$ cat config.mk
export PLATFORM = sky130hd
export DESIGN_NAME = reg_transfer_sequencer
export DESIGN_NICKNAME = d
export VERILOG_FILES = /design/src/rtl/cpu_seq_pkg.sv /design/src/rtl/mem_wait_timer.sv /design/src/rtl/reg_transfer_sequencer.sv
export SDC_FILE = /design/constraint.sdc
export NUM_CORES = 1
export LEC_CHECK = 0
export CAP_MARGIN = 30
export CORE_UTILIZATION = 54
export CTS_BUF_LIST = sky130_fd_sc_hd__clkbuf_4
export CTS_CLUSTER_DIAMETER = 200
export DETAILED_ROUTE_END_ITERATION = 10
export MAX_ROUTING_LAYER = met4
export PLACE_DENSITY_LB_ADDON = 0.15
export RECOVER_POWER = 100
export SLEW_MARGIN = 40
export SYNTH_ARGS = -nofsm -noshare
export SYNTH_HDL_FRONTEND = slang
export SYNTH_SLANG_ARGS = --single-unit
$ cat constraint.sdc
create_clock -name clk -period 2.6 [get_ports clk]
set_input_delay 0.39 -clock clk [delete_from_list [all_inputs] [get_ports clk]]
set_output_delay 0.39 -clock clk [all_outputs]
set_load 0.05 [all_outputs]
$ cat src/rtl/cpu_seq_pkg.sv
// Shared definitions for the register-transfer sequencer and the decode stage:
// register select codes, op and state encodings, segment select values.
package cpu_seq_pkg;

   localparam int REG_NONE = 0;
   localparam int REG_A    = 1;
   localparam int REG_B    = 2;
   localparam int REG_C    = 3;
   localparam int REG_D    = 4;
   localparam int REG_E    = 5;
   localparam int REG_SP   = 6;
   localparam int REG_SB   = 7;
   localparam int REG_CS   = 8;
   localparam int REG_DS   = 9;
   localparam int REG_SS   = 10;
   localparam int REG_ES   = 11;

   localparam logic [2:0] SEG_NONE = 3'd0;
   localparam logic [2:0] SEG_DS   = 3'd2;
   localparam logic [2:0] SEG_SS   = 3'd3;

   typedef enum logic [2:0] {
      OP_NOP   = 3'd0,
      OP_MOV   = 3'd1,
      OP_LOAD  = 3'd2,
      OP_STORE = 3'd3,
      OP_PUSH  = 3'd4,
      OP_POP   = 3'd5
   } op_t;

   typedef enum logic [3:0] {
      ST_IDLE  = 4'd0,
      ST_XFER  = 4'd1,
      ST_ADDR  = 4'd2,
      ST_RD    = 4'd3,
      ST_WR    = 4'd4,
      ST_WB    = 4'd5,
      ST_SPDEC = 4'd6,
      ST_SPINC = 4'd7,
      ST_DONE  = 4'd8,
      ST_ERR   = 4'd9
   } state_t;

   function automatic logic code_ok(input int c);
      return (c >= REG_A) && (c <= REG_ES);
   endfunction

   function automatic logic [2:0] op_seg(input logic [2:0] o);
      case (o)
         OP_LOAD, OP_STORE: return SEG_DS;
         OP_PUSH, OP_POP:   return SEG_SS;
         default:           return SEG_NONE;
      endcase
   endfunction

endpackage

$ cat src/rtl/mem_wait_timer.sv
// Counts cycles spent waiting on mem_ready; expired flags the last allowed
// waiting cycle so the sequencer can abort on that edge.
module mem_wait_timer #(
   parameter int TIMEOUT = 15
) (
   input  logic clk,
   input  logic r,
   input  logic clear,
   input  logic en,
   output logic expired
);

   logic [7:0] count;

   always_ff @(posedge clk) begin
      if (!r || clear) begin
         count <= '0;
      end else if (en) begin
         count <= count + 8'd1;
      end
   end

   assign expired = en && (count == 8'(TIMEOUT - 1));

endmodule

$ cat src/rtl/reg_transfer_sequencer.sv
// Multi-cycle micro-op sequencer: one bus phase per cycle for MOV/LOAD/STORE/PUSH/POP.
// Outputs are decoded from the registered state only, so start never reaches a strobe.
module reg_transfer_sequencer
   import cpu_seq_pkg::*;
#(
   parameter int TIMEOUT = 15,
   parameter int RC_W    = 4
) (
   input  logic            clk,
   input  logic            r,
   input  logic            start,
   input  logic [2:0]      op,
   input  logic [RC_W-1:0] src,
   input  logic [RC_W-1:0] dst,
   input  logic            mem_ready,
   output logic            busy,
   output logic            done,
   output logic            err,
   output logic [RC_W-1:0] rso,
   output logic [RC_W-1:0] rsi,
   output logic [2:0]      sso,
   output logic            mar_we,
   output logic            mem_rd,
   output logic            mem_wr,
   output logic            mem_oe,
   output logic            sp_inc,
   output logic            sp_dec,
   output state_t          dbg_state
);

   state_t          state, state_nx;
   logic [2:0]      op_q;
   logic [RC_W-1:0] src_q, dst_q;
   logic            accept, req_ok, waiting, tmr_expired;

   assign accept  = start && (state == ST_IDLE);
   assign waiting = (state == ST_RD) || (state == ST_WR);

   // Only the register fields an op actually uses are validated.
   always_comb begin
      req_ok = 1'b0;
      case (op)
         OP_NOP:                     req_ok = 1'b1;
         OP_MOV, OP_LOAD, OP_STORE:  req_ok = code_ok(int'(src)) && code_ok(int'(dst));
         OP_PUSH:                    req_ok = code_ok(int'(src));
         OP_POP:                     req_ok = code_ok(int'(dst));
         default:                    req_ok = 1'b0;
      endcase
   end

   mem_wait_timer #(.TIMEOUT(TIMEOUT)) u_timer (
      .clk     (clk),
      .r       (r),
      .clear   (!waiting),
      .en      (waiting && !mem_ready),
      .expired (tmr_expired)
   );

   always_ff @(posedge clk) begin
      if (!r) begin
         state <= ST_IDLE;
         op_q  <= '0;
         src_q <= '0;
         dst_q <= '0;
      end else begin
         state <= state_nx;
         if (accept) begin
            op_q  <= op;
            src_q <= src;
            dst_q <= dst;
         end
      end
   end

   always_comb begin
      state_nx = state;
      case (state)
         ST_IDLE: begin
            if (accept) begin
               if (!req_ok) begin
                  state_nx = ST_ERR;
               end else begin
                  case (op)
                     OP_NOP:                    state_nx = ST_DONE;
                     OP_MOV:                    state_nx = ST_XFER;
                     OP_LOAD, OP_STORE, OP_POP: state_nx = ST_ADDR;
                     OP_PUSH:                   state_nx = ST_SPDEC;
                     default:                   state_nx = ST_ERR;
                  endcase
               end
            end
         end
         ST_XFER:  state_nx = ST_DONE;
         ST_SPDEC: state_nx = ST_ADDR;
         ST_ADDR:  state_nx = ((op_q == OP_LOAD) || (op_q == OP_POP)) ? ST_RD : ST_WR;
         ST_RD: begin
            if (mem_ready)        state_nx = ST_WB;
            else if (tmr_expired) state_nx = ST_ERR;
         end
         ST_WR: begin
            if (mem_ready)        state_nx = ST_DONE;
            else if (tmr_expired) state_nx = ST_ERR;
         end
         ST_WB:    state_nx = (op_q == OP_POP) ? ST_SPINC : ST_DONE;
         ST_SPINC: state_nx = ST_DONE;
         ST_DONE:  state_nx = ST_IDLE;
         ST_ERR:   state_nx = ST_IDLE;
         default:  state_nx = ST_IDLE;
      endcase
   end

   always_comb begin
      rso    = '0;
      rsi    = '0;
      mar_we = 1'b0;
      mem_rd = 1'b0;
      mem_wr = 1'b0;
      mem_oe = 1'b0;
      sp_inc = 1'b0;
      sp_dec = 1'b0;
      done   = 1'b0;
      err    = 1'b0;
      case (state)
         ST_XFER: begin
            rso = src_q;
            rsi = dst_q;
         end
         ST_ADDR: begin
            mar_we = 1'b1;
            case (op_q)
               OP_LOAD:  rso = src_q;
               OP_STORE: rso = dst_q;
               default:  rso = RC_W'(REG_SP);
            endcase
         end
         ST_RD:    mem_rd = 1'b1;
         ST_WR: begin
            rso    = src_q;
            mem_wr = 1'b1;
         end
         ST_WB: begin
            mem_oe = 1'b1;
            rsi    = dst_q;
         end
         ST_SPDEC: sp_dec = 1'b1;
         ST_SPINC: sp_inc = 1'b1;
         ST_DONE:  done = 1'b1;
         ST_ERR: begin
            done = 1'b1;
            err  = 1'b1;
         end
         default: ;
      endcase
   end

   assign busy      = (state != ST_IDLE);
   assign sso       = (busy && (state != ST_ERR)) ? op_seg(op_q) : SEG_NONE;
   assign dbg_state = state;

endmodule

==> key figures, run 1 <==
Outcome
  – Outcome: completed

STA
  – Minimum clock period: around 2500 ps
  – Setup ws final: 131 ps
  – Max_slew headroom: 49.9%
  – Max Slew Vio Count: 0
  – Fin Clk Skew: 16.5 ps
  – Hold Fails Final Rpt: 0
  – F_max: 405 MHz
  – Final number of setup-violating endpoints: 0
  – Worst Tran Pin Value: 750 ps
  – Setup TNS Final: 0 ps
  – Unrepaired setup endpoints after global routing: no
  – Part of the cycle the worst path needs: a little over nine tenths

Global routing
  – Vias in the first global route: 1329
  – Maximum number of pins on one net before global-route repair: 14
  – Number of antenna violations at the first check in global routing: 0
  – Congestion Overflow GR: 0
  – Wire length of the first global-routing pass: ~5800 um
  – All-Layer GR Usage: 28.4%

Floorplanning
  – Core ar.: 2500 um2
  – Die X: 53.8 um
  – Die area: 2900 um2
  – Initial core utilization: around 58%
  – Top-level I/O count: 39
  – Rows: 18
  – Height of the chip: 53.8 um

CTS
  – TritonCTS buffer count: 3
  – Hold-fix buffer count after cts: 0
  – Number of buffers added for setup after CTS: 0
  – Clock tree from TritonCTS: built
  – Number of H-tree levels: 1
  – Insertion delay of the later-clocked pin in the worst-skew pair: 310 ps
  – Clock-pin slew of the registers on the worst-case setup and hold paths: 130 ps
  – Number of clock sinks: 23
  – Root buf cell: sky130_fd_sc_hd__clkbuf_4
  – Clk buf depth: 2

Power
  – Static power due to leakage: 0.000716 uW
  – Part of the power in combinational logic: between 20% and 30%
  – Net switching fraction of the power: 34.5%
  – Internal portion of total power: 532 uW
  – Switching component of the power: 281 uW
  – Clock network fraction of design power: 21.5%
  – Part of the total power dissipated in sequential elements: between 40% and 50%
  – VDD IR max: 0.329 mV
  – Pwr dens: 446 nW/um2

Synthesis
  – Primary flip-flop cell chosen by synthesis mapping: sky130_fd_sc_hd__dfxtp_1
  – Flops & latches, synth: 23
  – Count of distinct cell types in the synthesized netlist: 44
  – Leading post-synthesis cells by cell area: sky130_fd_sc_hd__dfxtp_1 (32%), sky130_fd_sc_hd__nand2_1 (9.6%), sky130_fd_sc_hd__a21boi_0 (6.2%)
  – Post-Synthesis Cell Area: about 1500 um2
  – Number of warning messages in the yosys log: 0
  – Area fraction of the dominant cell type after synthesis: between 30% and 40%
  – Share of synthesized registers carrying an async set or reset: 0%
  – Synthesized netlist net count: 210
  – Sequential element share of the synthesized area: 31.7%
  – Number of flops mapped to enable cells by yosys: 0
  – Gate count of the mapped netlist: 193
  – Avg Inst Size Synth: about 7.5 um2
  – Dominant cell type by area after synthesis: sky130_fd_sc_hd__dfxtp_1

Detailed routing
  – Vias per cell: ~5.6
  – Number of remaining DRC errors: 0
  – DR iter-0 viols: 53
  – Post-detailed-routing wire length: 3510 um
  – Number of nets still failing antenna checks after routing: 0
  – Average wire length per cell after detail routing: about 14 um
  – Total iterations of the first detailed-routing run: 4
  – Routed via count: between 1000 and 1500

Layout
  – Area growth from synthesis to layout: 25.6%
  – Number of nets in the finished design: around 240
  – Number of inserted diodes: 0
  – Layout cell share with drive strength beyond 1: under 10%

Worst setup path
  – Kind of end point of the critical path: output port
  – Cells traversed along the worst timing path: nand2b_1 > nor2_1 > clkdlybuf4s50_1
  – Slowest stage delay, CP: ~810 ps
  – End point of the critical path: sp_inc
  – Reg-to-Reg Start: dbg_state[2]
  – CP delay by family, top: buffers and inverters
  – Data required time of the worst path: 2210 ps
  – Launch point of the critical path: dbg_state[0]
  – Endpoint arrival time on the critical path: 2080 ps
  – Destination of the worst register-to-register timing path: u_timer.count[7]
  – Reg-to-reg slack, setup: about 280 ps
  – Count of cell instances traversed by the critical path: 3
  – Kind of start point of the critical path: flop
  – Peak fanout along the critical path: 11
  – Number of cells on the worst reg-to-reg path: 5
  – Buffers plus inverters on the worst setup path: 1
  – Highest-delay cell along the critical path: sky130_fd_sc_hd__clkdlybuf4s50_1
  – Worst setup path class: flop to output port

Placed design
  – GP Congestion: 0.837
  – Worst slack after detailed placement: 251 ps
  – Port Buf Inserts: 37
  – HPWL after detailed placement: 2780 um

Run
  – Max-cap violations: 0

Min path
  – Worst hold-check path type: flop to flop
  – Cells on Worst Hold Path: 2
power groups by stage:
stage	combinational, uW	clock (uW)	sequential (uW)
after floorplan	169	0	403
after global placement	245	0	404
after detailed placement	249	0	406
after CTS	249	179	398
after global routing	261	190	402
final	240	174	398
flip-flops by register name, summed over array words and instances, names as in the netlist:
register       cells
dbg_state          4
dst_q              4
src_q              4
u_timer.count      8
op_q               3
cell type report:
type | count | area (um2)
tap | 30 | 37.5
sequential | 23 | 462
fill | 205 | 677
multi-input combinational | 152 | 895
inverter | 7 | 26.3
clock buffer | 4 | 30.0
timing repair buffer | 39 | 373
cells in the final DEF, fill, tap and decap left out, types with 2 or more instances in the layout:
master / n
sky130_fd_sc_hd__nand2_1: 37
sky130_fd_sc_hd__dfxtp_1: 22
sky130_fd_sc_hd__nor2_1: 18
sky130_fd_sc_hd__clkdlybuf4s50_1: 14
sky130_fd_sc_hd__a21boi_0: 12
sky130_fd_sc_hd__inv_1: 7
sky130_fd_sc_hd__a21oi_1: 7
sky130_fd_sc_hd__dlygate4sd3_1: 7
sky130_fd_sc_hd__nor3_1: 6
sky130_fd_sc_hd__o21ai_0: 6
sky130_fd_sc_hd__xor2_1: 6
sky130_fd_sc_hd__clkbuf_1: 6
sky130_fd_sc_hd__nand2b_1: 5
sky130_fd_sc_hd__a31oi_1: 5
sky130_fd_sc_hd__clkbuf_4: 4
sky130_fd_sc_hd__dlygate4sd2_1: 4
sky130_fd_sc_hd__buf_12: 4
sky130_fd_sc_hd__nor4_1: 3
sky130_fd_sc_hd__and2_0: 3
sky130_fd_sc_hd__and2_1: 3
sky130_fd_sc_hd__nor2b_1: 3
sky130_fd_sc_hd__xnor2_1: 2
sky130_fd_sc_hd__o21ai_1: 2
sky130_fd_sc_hd__nand3b_1: 2
sky130_fd_sc_hd__a21o_1: 2
sky130_fd_sc_hd__o21a_1: 2
sky130_fd_sc_hd__ha_1: 2
sky130_fd_sc_hd__clkbuf_2: 2
sky130_fd_sc_hd__buf_4: 2
worst reg2reg max path, stage by stage (launching register included):
cell and delay [ps]:
sky130_fd_sc_hd__dfxtp_1 600, sky130_fd_sc_hd__or3b_1 460, sky130_fd_sc_hd__a2111oi_1 750, sky130_fd_sc_hd__nand4_1 200, sky130_fd_sc_hd__xor2_1 170, sky130_fd_sc_hd__nor2_1 50
repair_timing:
| item | 4_1_cts | 5_1_grt |
|---|---|---|
| endpoints found under the setup margin | 7 | 9 |
| gates resized for setup | 5 | 6 |
| pin swaps | 0 | 0 |
how the worst min path moves through the flow:
stage / from / endpoint / slack [ps]
3_5_place_dp: src_q[2] / src_q[2] / 480
4_1_cts: dst_q[3] / dst_q[3] / 500
3_3_place_gp: dst_q[3] / dst_q[3] / 470
6_report: src_q[0] / src_q[0] / 500
5_1_grt: dst_q[0] / dst_q[0] / 510
2_1_floorplan: src_q[1] / src_q[1] / 440
logic make-up (layout without fill, tap and decap cells):
logic type               after synthesis  count (layout)  synth area share (%)
flip-flops                            23              23                  31.7
buffers and inverters                 18              50                  6.90
AO/OA/AOI/OAI                         47              47                  23.0
AND/OR/NAND/NOR                       94              94                  31.6
other                                  1               1                 0.258
adder cells (fa/ha/maj)                2               2                  1.72
XOR/XNOR                               8               8                  4.83
layer usage:
layer | vias to the layer above | GRT usage (%) | routed length [um]
li1 | 725 | - | -
met1 | 659 | 36.4 | 1610
met2 | 47 | 44.7 | 1680
met3 | 4 | 4.24 | 193
met4 | 0 | 11.0 | 29
met5 | - | - | 0
Yosys cell counts, drive strengths merged, types with 2 or more instances:
cell type and n:
a2111oi 2, a21boi 12, a21o 2, a21oi 8, a31oi 5, a32o 2, and2 7, buf 7
clkbuf 4, dfxtp 23, ha 2, inv 7, nand2 37, nand2b 5, nand3b 2, nor2 19
nor2b 3, nor3 6, nor3b 2, nor4 3, o21a 2, o21ai 8, xnor2 2, xor2 6
stage by stage:
step	util, %	instances	instance area, um2	hold slack, ps	total power (uW)
floorplan	-	193	1470	444	571
global placement	74.2	251	1850	470	649
detailed placement	74.2	251	1850	481	656
CTS	75.2	255	1880	499	826
global route	72.9	255	1820	515	853
finish	72.9	255	1820	497	812
No activity file was read; power rests on OpenSTA's default activity.
==> run 2: changes to the inputs <==
--- a/config.mk
+++ b/config.mk
@@ -6,7 +6,9 @@
 export NUM_CORES = 1
 export LEC_CHECK = 0
 export CAP_MARGIN = 30
-export CORE_UTILIZATION = 54
+export CELL_PAD_IN_SITES_DETAIL_PLACEMENT = 1
+export CELL_PAD_IN_SITES_GLOBAL_PLACEMENT = 2
+export CORE_UTILIZATION = 30
 export CTS_BUF_LIST = sky130_fd_sc_hd__clkbuf_4
 export CTS_CLUSTER_DIAMETER = 200
 export DETAILED_ROUTE_END_ITERATION = 10
==> run 2 against run 1 <==
Compared with the run above: utilization is 32 points lower; hold slack better by 6.0 ps; non-clock buffer count stayed put; final area is 0.41% higher; clock power is 4% lower; worst setup slack better by 35 ps; fmax is 1.5% higher; clock-buffer cell count is 1 lower; global-route usage is 11 points lower; critical path type unchanged; critical endpoint unchanged.
==> key figures, run 2 (synthesis results as in run 1) <==
Global routing
  – Vias in the first global route: 1406 (was 1329)
  – Maximum number of pins on one net before global-route repair: 14 (unchanged)
  – Wire length of the first global-routing pass: 6910 um (was 5840 um)
  – All-Layer GR Usage: 17.7% (was 28.4%)
  – Congestion Overflow GR: 0 (unchanged)
  – Number of antenna violations at the first check in global routing: 0 (unchanged)

Layout
  – Count of fill cells added during filler insertion: 572 (was 205)
  – Post-route design area: 1830 um2 (was 1820 um2)
  – Leading cell type in the layout, fill and taps excluded: sky130_fd_sc_hd__nand2_1 (unchanged)
  – Max reg flops: 8 (unchanged)
  – Layout cell share with drive strength beyond 1: 11.6% (was 8.89%)
  – Area growth from synthesis to layout: 26.1% (was 25.6%)
  – Register ranked first by flip-flop count: u_timer.count (unchanged)
  – Top library cells by usage in the layout, fill and taps aside: sky130_fd_sc_hd__nand2_1 (37), sky130_fd_sc_hd__dfxtp_1 (21), sky130_fd_sc_hd__nor2_1 (18), sky130_fd_sc_hd__clkdlybuf4s50_1 (16), sky130_fd_sc_hd__a21boi_0 (12) (was sky130_fd_sc_hd__nand2_1 (37), sky130_fd_sc_hd__dfxtp_1 (22), sky130_fd_sc_hd__nor2_1 (18), sky130_fd_sc_hd__clkdlybuf4s50_1 (14), sky130_fd_sc_hd__a21boi_0 (12))
  – Number of inserted diodes: 0 (unchanged)
  – Final instance count without filler cells: 277 (was 255)
  – Number of nets in the finished design: 243 (unchanged)

Floorplanning
  – Rows: 24 (was 18)
  – Die area: 5120 um2 (was 2900 um2)
  – Top-level I/O count: 39 (unchanged)
  – Initial core utilization: 32.2% (was 58.1%)
  – Core ar.: 4500 um2 (was 2500 um2)
  – Height of the chip: 71.6 um (was 53.8 um)
  – Die X: 71.6 um (was 53.8 um)

Detailed routing
  – DR iter-0 viols: 79 (was 53)
  – Number of remaining DRC errors: 0 (unchanged)
  – Vias per cell: 5.09 (was 5.63)
  – Number of nets still failing antenna checks after routing: 0 (unchanged)
  – Total iterations of the first detailed-routing run: 4 (unchanged)
  – Routed via count: 1410 (was 1435)
  – Average wire length per cell after detail routing: 14.4 um (was 13.8 um)
  – Post-detailed-routing wire length: 4000 um (was 3510 um)

STA
  – Min Hold Slack: 503 ps (was 497 ps)
  – Max Slew Vio Count: 0 (unchanged)
  – Unrepaired setup endpoints after global routing: no (unchanged)
  – Part of the cycle the worst path needs: 93.6% (was 95.0%)
  – F_max: 411 MHz (was 405 MHz)
  – Final number of setup-violating endpoints: 0 (unchanged)
  – Hold Fails Final Rpt: 0 (unchanged)
  – Fin Clk Skew: 8.34 ps (was 16.5 ps)
  – Worst Tran Pin Value: 776 ps (was 750 ps)
  – Max_slew headroom: 48.1% (was 49.9%)
  – Minimum clock period: 2430 ps (was 2470 ps)

Worst setup path
  – Kind of start point of the critical path: flop (unchanged)
  – Highest-delay cell along the critical path: sky130_fd_sc_hd__clkdlybuf4s50_1 (unchanged)
  – Count of cell instances traversed by the critical path: 3 (unchanged)
  – Buffers plus inverters on the worst setup path: 1 (unchanged)
  – Number of cells on the worst reg-to-reg path: 5 (unchanged)
  – Endpoint arrival time on the critical path: 2040 ps (was 2080 ps)
  – Cells traversed along the worst timing path: nand2b_1 > nor2_1 > clkdlybuf4s50_1 (unchanged)
  – Kind of end point of the critical path: output port (unchanged)
  – CP delay by family, top: buffers and inverters (unchanged)
  – Worst setup path class: flop to output port (unchanged)
  – Peak fanout along the critical path: 11 (unchanged)
  – Data required time of the worst path: 2210 ps (about the same)
  – Slowest stage delay, CP: 800 ps (was 810 ps)

Run
  – Max-cap violations: 0 (unchanged)

CTS
  – Root buf cell: sky130_fd_sc_hd__clkbuf_4 (unchanged)
  – Clk buf depth: 2 (unchanged)
  – Clock-pin slew of the registers on the worst-case setup and hold paths: 130 ps (about the same)
  – Hold-fix buffer count after cts: 0 (unchanged)
  – Number of buffers added for setup after CTS: 0 (unchanged)
  – Clock tree from TritonCTS: built (unchanged)
  – Number of clock sinks: 23 (unchanged)
  – TritonCTS buffer count: 3 (unchanged)
  – Number of H-tree levels: 1 (unchanged)
  – Insertion delay of the later-clocked pin in the worst-skew pair: 310 ps (about the same)

Placed design
  – HPWL after detailed placement: 3230 um (was 2780 um)
  – Port Buf Inserts: 37 (unchanged)
  – GP Congestion: 0.847 (was 0.837)
  – Placed cells: 273 (was 251)
  – Post-placement cell area: 1870 um2 (was 1850 um2)

Power
  – Static power due to leakage: 0.000706 uW (was 0.000716 uW)
  – VDD IR max: 0.169 mV (was 0.329 mV)
  – Pwr dens: 443 nW/um2 (was 446 nW/um2)

Min path
  – Worst hold-check path type: flop to flop (unchanged)
  – Cells on Worst Hold Path: 2 (unchanged)

Outcome
  – Outcome: completed (unchanged)
run 2: final cells by class:
type	count	area [um2]	share of cell area (%)
sequential	23	463	25.3
inverter	7	26.3	1.44
clock inverter	1	5.00	0.273
timing repair buffer	39	349	19.1
tap	52	65.1	3.55
multi-input combinational	152	900	49.1
clock buffer	3	22.5	1.23
run 2: final timing paths:
check | endpoint | slack [ps] | start
setup / recovery | sp_inc | 170 | dbg_state[0]
hold reg to reg | src_q[2] | 500 | src_q[2]
hold / removal | src_q[2] | 500 | src_q[2]
setup reg to reg | u_timer.count[7] | 260 | dbg_state[2]
run 2: repair_timing:
| item | 4_1_cts | 5_1_grt |
|---|---|---|
| pin swaps | 0 | 0 |
| setup endpoints to repair | 3 | 10 |
| resized for setup | 2 | 6 |
run 2: worst reg2reg max path: stages (launching register included):
cell                        delay (ps)
sky130_fd_sc_hd__dfxtp_1           580
sky130_fd_sc_hd__or3b_1            450
sky130_fd_sc_hd__a2111oi_1         770
sky130_fd_sc_hd__nand4_1           210
sky130_fd_sc_hd__xor2_1            180
sky130_fd_sc_hd__nor2_1             50
run 2: power by group:
group / leakage [uW] / internal (uW) / switching (uW)
clock network: 0.0000177 / 57.4 / 109
logic: 0.000500 / 88.6 / 156
registers: 0.000188 / 372 / 27.5
total: 0.000706 / 518 / 293
run 2: routing by layer:
| metal | wire [um] | track usage, % |
|---|---|---|
| met5 | 0 | - |
| met4 | 23 | 4.58 |
| met3 | 115 | 2.11 |
| met2 | 1680 | 25.1 |
| met1 | 2190 | 26.4 |
run 2: through the flow:
step           total power (uW)  setup TNS (ps)  utilization, %  setup slack (ps)
2_1_floorplan               571           -76.4               -             -38.2
3_3_place_gp                659               0            41.6               381
3_5_place_dp                665               0            41.6               295
4_1_cts                     835               0            42.3              9.70
5_1_grt                     869               0            40.6              17.7
6_report                    811               0            40.6               166
==> run 3: changes to the inputs <==
--- a/config.mk
+++ b/config.mk
@@ -8,13 +8,15 @@
 export CAP_MARGIN = 30
 export CELL_PAD_IN_SITES_DETAIL_PLACEMENT = 1
 export CELL_PAD_IN_SITES_GLOBAL_PLACEMENT = 2
+export CORE_MARGIN = 5
 export CORE_UTILIZATION = 30
 export CTS_BUF_LIST = sky130_fd_sc_hd__clkbuf_4
 export CTS_CLUSTER_DIAMETER = 200
 export DETAILED_ROUTE_END_ITERATION = 10
 export MAX_ROUTING_LAYER = met4
-export PLACE_DENSITY_LB_ADDON = 0.15
+export PLACE_DENSITY_LB_ADDON = 0.1
 export RECOVER_POWER = 100
+export REMOVE_ABC_BUFFERS = 1
 export SLEW_MARGIN = 40
 export SYNTH_ARGS = -nofsm -noshare
 export SYNTH_HDL_FRONTEND = slang
==> run 3 against run 2 <==
Compared with the run above: register-to-register slack better by 220 ps; final area up 0.20%; utilization down 1.8 points; critical endpoint is now rso[0]; clock skew down 2.0 ps; final cell count up 5.8%; sequential share of layout area down 0.052 points; hold slack worse by 16 ps; sequential cell count unchanged; clock power up 7%.
==> key figures, run 3 (synthesis results as in run 1) <==
Detailed routing
  – Number of remaining DRC errors: 0 (unchanged)
  – DR iter-0 viols: 79 (unchanged)
  – Post-detailed-routing wire length: 4290 um (was 4000 um)
  – Total iterations of the first detailed-routing run: 4 (unchanged)
  – Average wire length per cell after detail routing: 14.6 um (was 14.4 um)
  – Number of nets still failing antenna checks after routing: 0 (unchanged)
  – Vias per cell: 5.04 (was 5.09)
  – Routed via count: 1476 (was 1410)

Layout
  – Number of nets in the finished design: 244 (was 243)
  – Register ranked first by flip-flop count: u_timer.count (unchanged)
  – Top library cells by usage in the layout, fill and taps aside: sky130_fd_sc_hd__nand2_1 (37), sky130_fd_sc_hd__dfxtp_1 (21), sky130_fd_sc_hd__nor2_1 (19), sky130_fd_sc_hd__clkdlybuf4s50_1 (14), sky130_fd_sc_hd__a21boi_0 (12) (was sky130_fd_sc_hd__nand2_1 (37), sky130_fd_sc_hd__dfxtp_1 (21), sky130_fd_sc_hd__nor2_1 (18), sky130_fd_sc_hd__clkdlybuf4s50_1 (16), sky130_fd_sc_hd__a21boi_0 (12))
  – Layout cell share with drive strength beyond 1: 8.85% (was 11.6%)
  – Max reg flops: 8 (unchanged)
  – Number of inserted diodes: 0 (unchanged)
  – Area growth from synthesis to layout: 26.4% (was 26.1%)
  – Leading cell type in the layout, fill and taps excluded: sky130_fd_sc_hd__nand2_1 (unchanged)
  – Post-route design area: 1830 um2 (about the same)
  – Post-layout util: 38.8% (was 40.6%)

Floorplanning
  – Die area: 6330 um2 (was 5120 um2)
  – Die X: 79.6 um (was 71.6 um)
  – Top-level I/O count: 39 (unchanged)
  – Height of the chip: 79.6 um (was 71.6 um)
  – Initial core utilization: 30.7% (was 32.2%)
  – Rows: 25 (was 24)
  – Core ar.: 4720 um2 (was 4500 um2)

Global routing
  – Number of antenna violations at the first check in global routing: 0 (unchanged)
  – Global-route met2 utilization: 25.2% (was 25.1%)
  – Met3 demand-to-capacity share in global routing: 2.48% (was 2.11%)
  – Vias in the first global route: 1500 (was 1406)
  – Wire length of the first global-routing pass: 7250 um (was 6910 um)
  – Congestion Overflow GR: 0 (unchanged)
  – All-Layer GR Usage: 14.7% (was 17.7%)
  – GR Util met1: 17.7% (was 26.4%)
  – Layer with the highest usage after global routing: met2 (was met1)
  – Maximum number of pins on one net before global-route repair: 14 (unchanged)

STA
  – Setup ws final: 149 ps (was 166 ps)
  – Min Hold Slack: 487 ps (was 503 ps)
  – Max_slew headroom: 58.4% (was 48.1%)
  – Fin Clk Skew: 6.35 ps (was 8.34 ps)
  – Worst Tran Pin Value: 627 ps (was 776 ps)
  – Minimum clock period: 2450 ps (was 2430 ps)
  – F_max: 408 MHz (was 411 MHz)
  – Setup TNS Final: 0 ps (unchanged)
  – Hold Fails Final Rpt: 0 (unchanged)
  – Unrepaired setup endpoints after global routing: no (unchanged)
  – Final number of setup-violating endpoints: 0 (unchanged)
  – Part of the cycle the worst path needs: 94.3% (was 93.6%)
  – Max Slew Vio Count: 0 (unchanged)

Worst setup path
  – Endpoint arrival time on the critical path: 2060 ps (was 2040 ps)
  – Kind of end point of the critical path: output port (unchanged)
  – Worst setup path class: flop to output port (unchanged)
  – Data required time of the worst path: 2210 ps (about the same)
  – Kind of start point of the critical path: flop (unchanged)
  – Destination of the worst register-to-register timing path: dbg_state[3] (was u_timer.count[7])
  – Reg-to-Reg Start: dbg_state[0] (was dbg_state[2])
  – Peak fanout along the critical path: 11 (unchanged)
  – Reg-to-reg slack, setup: 480 ps (was 260 ps)
  – Number of cells on the worst reg-to-reg path: 6 (was 5)

CTS
  – Number of H-tree levels: 1 (unchanged)
  – Root buf cell: sky130_fd_sc_hd__clkbuf_4 (unchanged)
  – Number of buffers added for setup after CTS: 0 (unchanged)
  – Number of clock sinks: 23 (unchanged)
  – Insertion delay of the later-clocked pin in the worst-skew pair: 310 ps (about the same)
  – Clock tree from TritonCTS: built (unchanged)
  – Clock-pin slew of the registers on the worst-case setup and hold paths: 130 ps (about the same)
  – TritonCTS buffer count: 3 (unchanged)
  – Clk buf depth: 2 (unchanged)

Power
  – Pwr dens: 446 nW/um2 (was 443 nW/um2)
  – Static power due to leakage: 0.000698 uW (was 0.000706 uW)
  – VDD IR max: 0.192 mV (was 0.169 mV)

Placed design
  – Worst slack after detailed placement: 304 ps (was 295 ps)
  – Port Buf Inserts: 37 (unchanged)
  – Post-placement cell area: 1880 um2 (was 1870 um2)
  – GP Congestion: 0.839 (was 0.847)
  – HPWL after detailed placement: 3510 um (was 3230 um)

Min path
  – Cells on Worst Hold Path: 2 (unchanged)
  – Worst hold-check path type: flop to flop (unchanged)
  – Launch point of the worst hold path: src_q[2] (unchanged)
  – Worst Hold End: src_q[2] (unchanged)

Outcome
  – Outcome: completed (unchanged)

Run
  – Max-cap violations: 0 (unchanged)
[run 3: cell count changes in the layout (fill, tap and decap cells not counted), moves of 2 or more]
cell	previous run	this run
sky130_fd_sc_hd__clkbuf_1	5	8
sky130_fd_sc_hd__clkbuf_2	7	4
sky130_fd_sc_hd__clkbuf_4	3	5
sky130_fd_sc_hd__clkdlybuf4s50_1	16	14
sky130_fd_sc_hd__dlygate4sd2_1	0	3
sky130_fd_sc_hd__o21ai_0	6	8
sky130_fd_sc_hd__o21ai_1	2	0
[run 3: worst max-delay path by stage]
| stage | startpoint | to | slack (ps) | cells after the start |
|---|---|---|---|---|
| 6_report | dbg_state[0] | rso[0] | 150 | 4 |
| 5_1_grt | dbg_state[0] | rso[0] | 20 | 4 |
| 4_1_cts | dbg_state[2] | mem_oe | 20 | 3 |
| 3_5_place_dp | dbg_state[0] | rsi[2] | 300 | 4 |
| 3_3_place_gp | dbg_state[3] | rsi[2] | 380 | 4 |
| 2_1_floorplan | dbg_state[3] | sso[1] | -850 | 4 |
[run 3: critical path, stage by stage (launching register included)]
cell	delay (ps)
sky130_fd_sc_hd__dfxtp_1	440
sky130_fd_sc_hd__or4b_4	620
sky130_fd_sc_hd__o31ai_2	270
sky130_fd_sc_hd__a32o_1	160
sky130_fd_sc_hd__buf_2	260
[run 3: area by class of cell]
class	count	area [um2]
multi-input cells	152	897
flip-flops and latches	23	463
fillers	601	2890
clock buffers	4	30.0
repair buffers	40	334
inverters	7	26.3
well taps	67	83.8
[run 3: metal layers]
metal | part of all wire, % | vias up | wire length (um)
met5 | 0 | - | 0
li1 | - | 728 | -
met4 | 1.6 | 0 | 69
met3 | 2.5 | 6 | 108
met2 | 50 | 23 | 2150
met1 | 46 | 719 | 1960
[run 3: repair_timing]
item | CTS | global route
hold buffers | 0 | 0
setup endpoints to repair | 5 | 10
hold endpoints to repair | 0 | 0
gates resized for setup | 5 | 8
pin swaps | 0 | 0
gates cloned | 0 | 0
[run 3: through the flow]
step           instances  total power, uW
5_1_grt              293              867
3_3_place_gp         289              657
6_report             293              818
2_1_floorplan        182              547
3_5_place_dp         289              662
4_1_cts              293              842
[run 3: power by group]
group,internal (uW),switching [uW]
combinational,85.8,155
clock,70.3,108
sequential,372,27.4
total,528,290
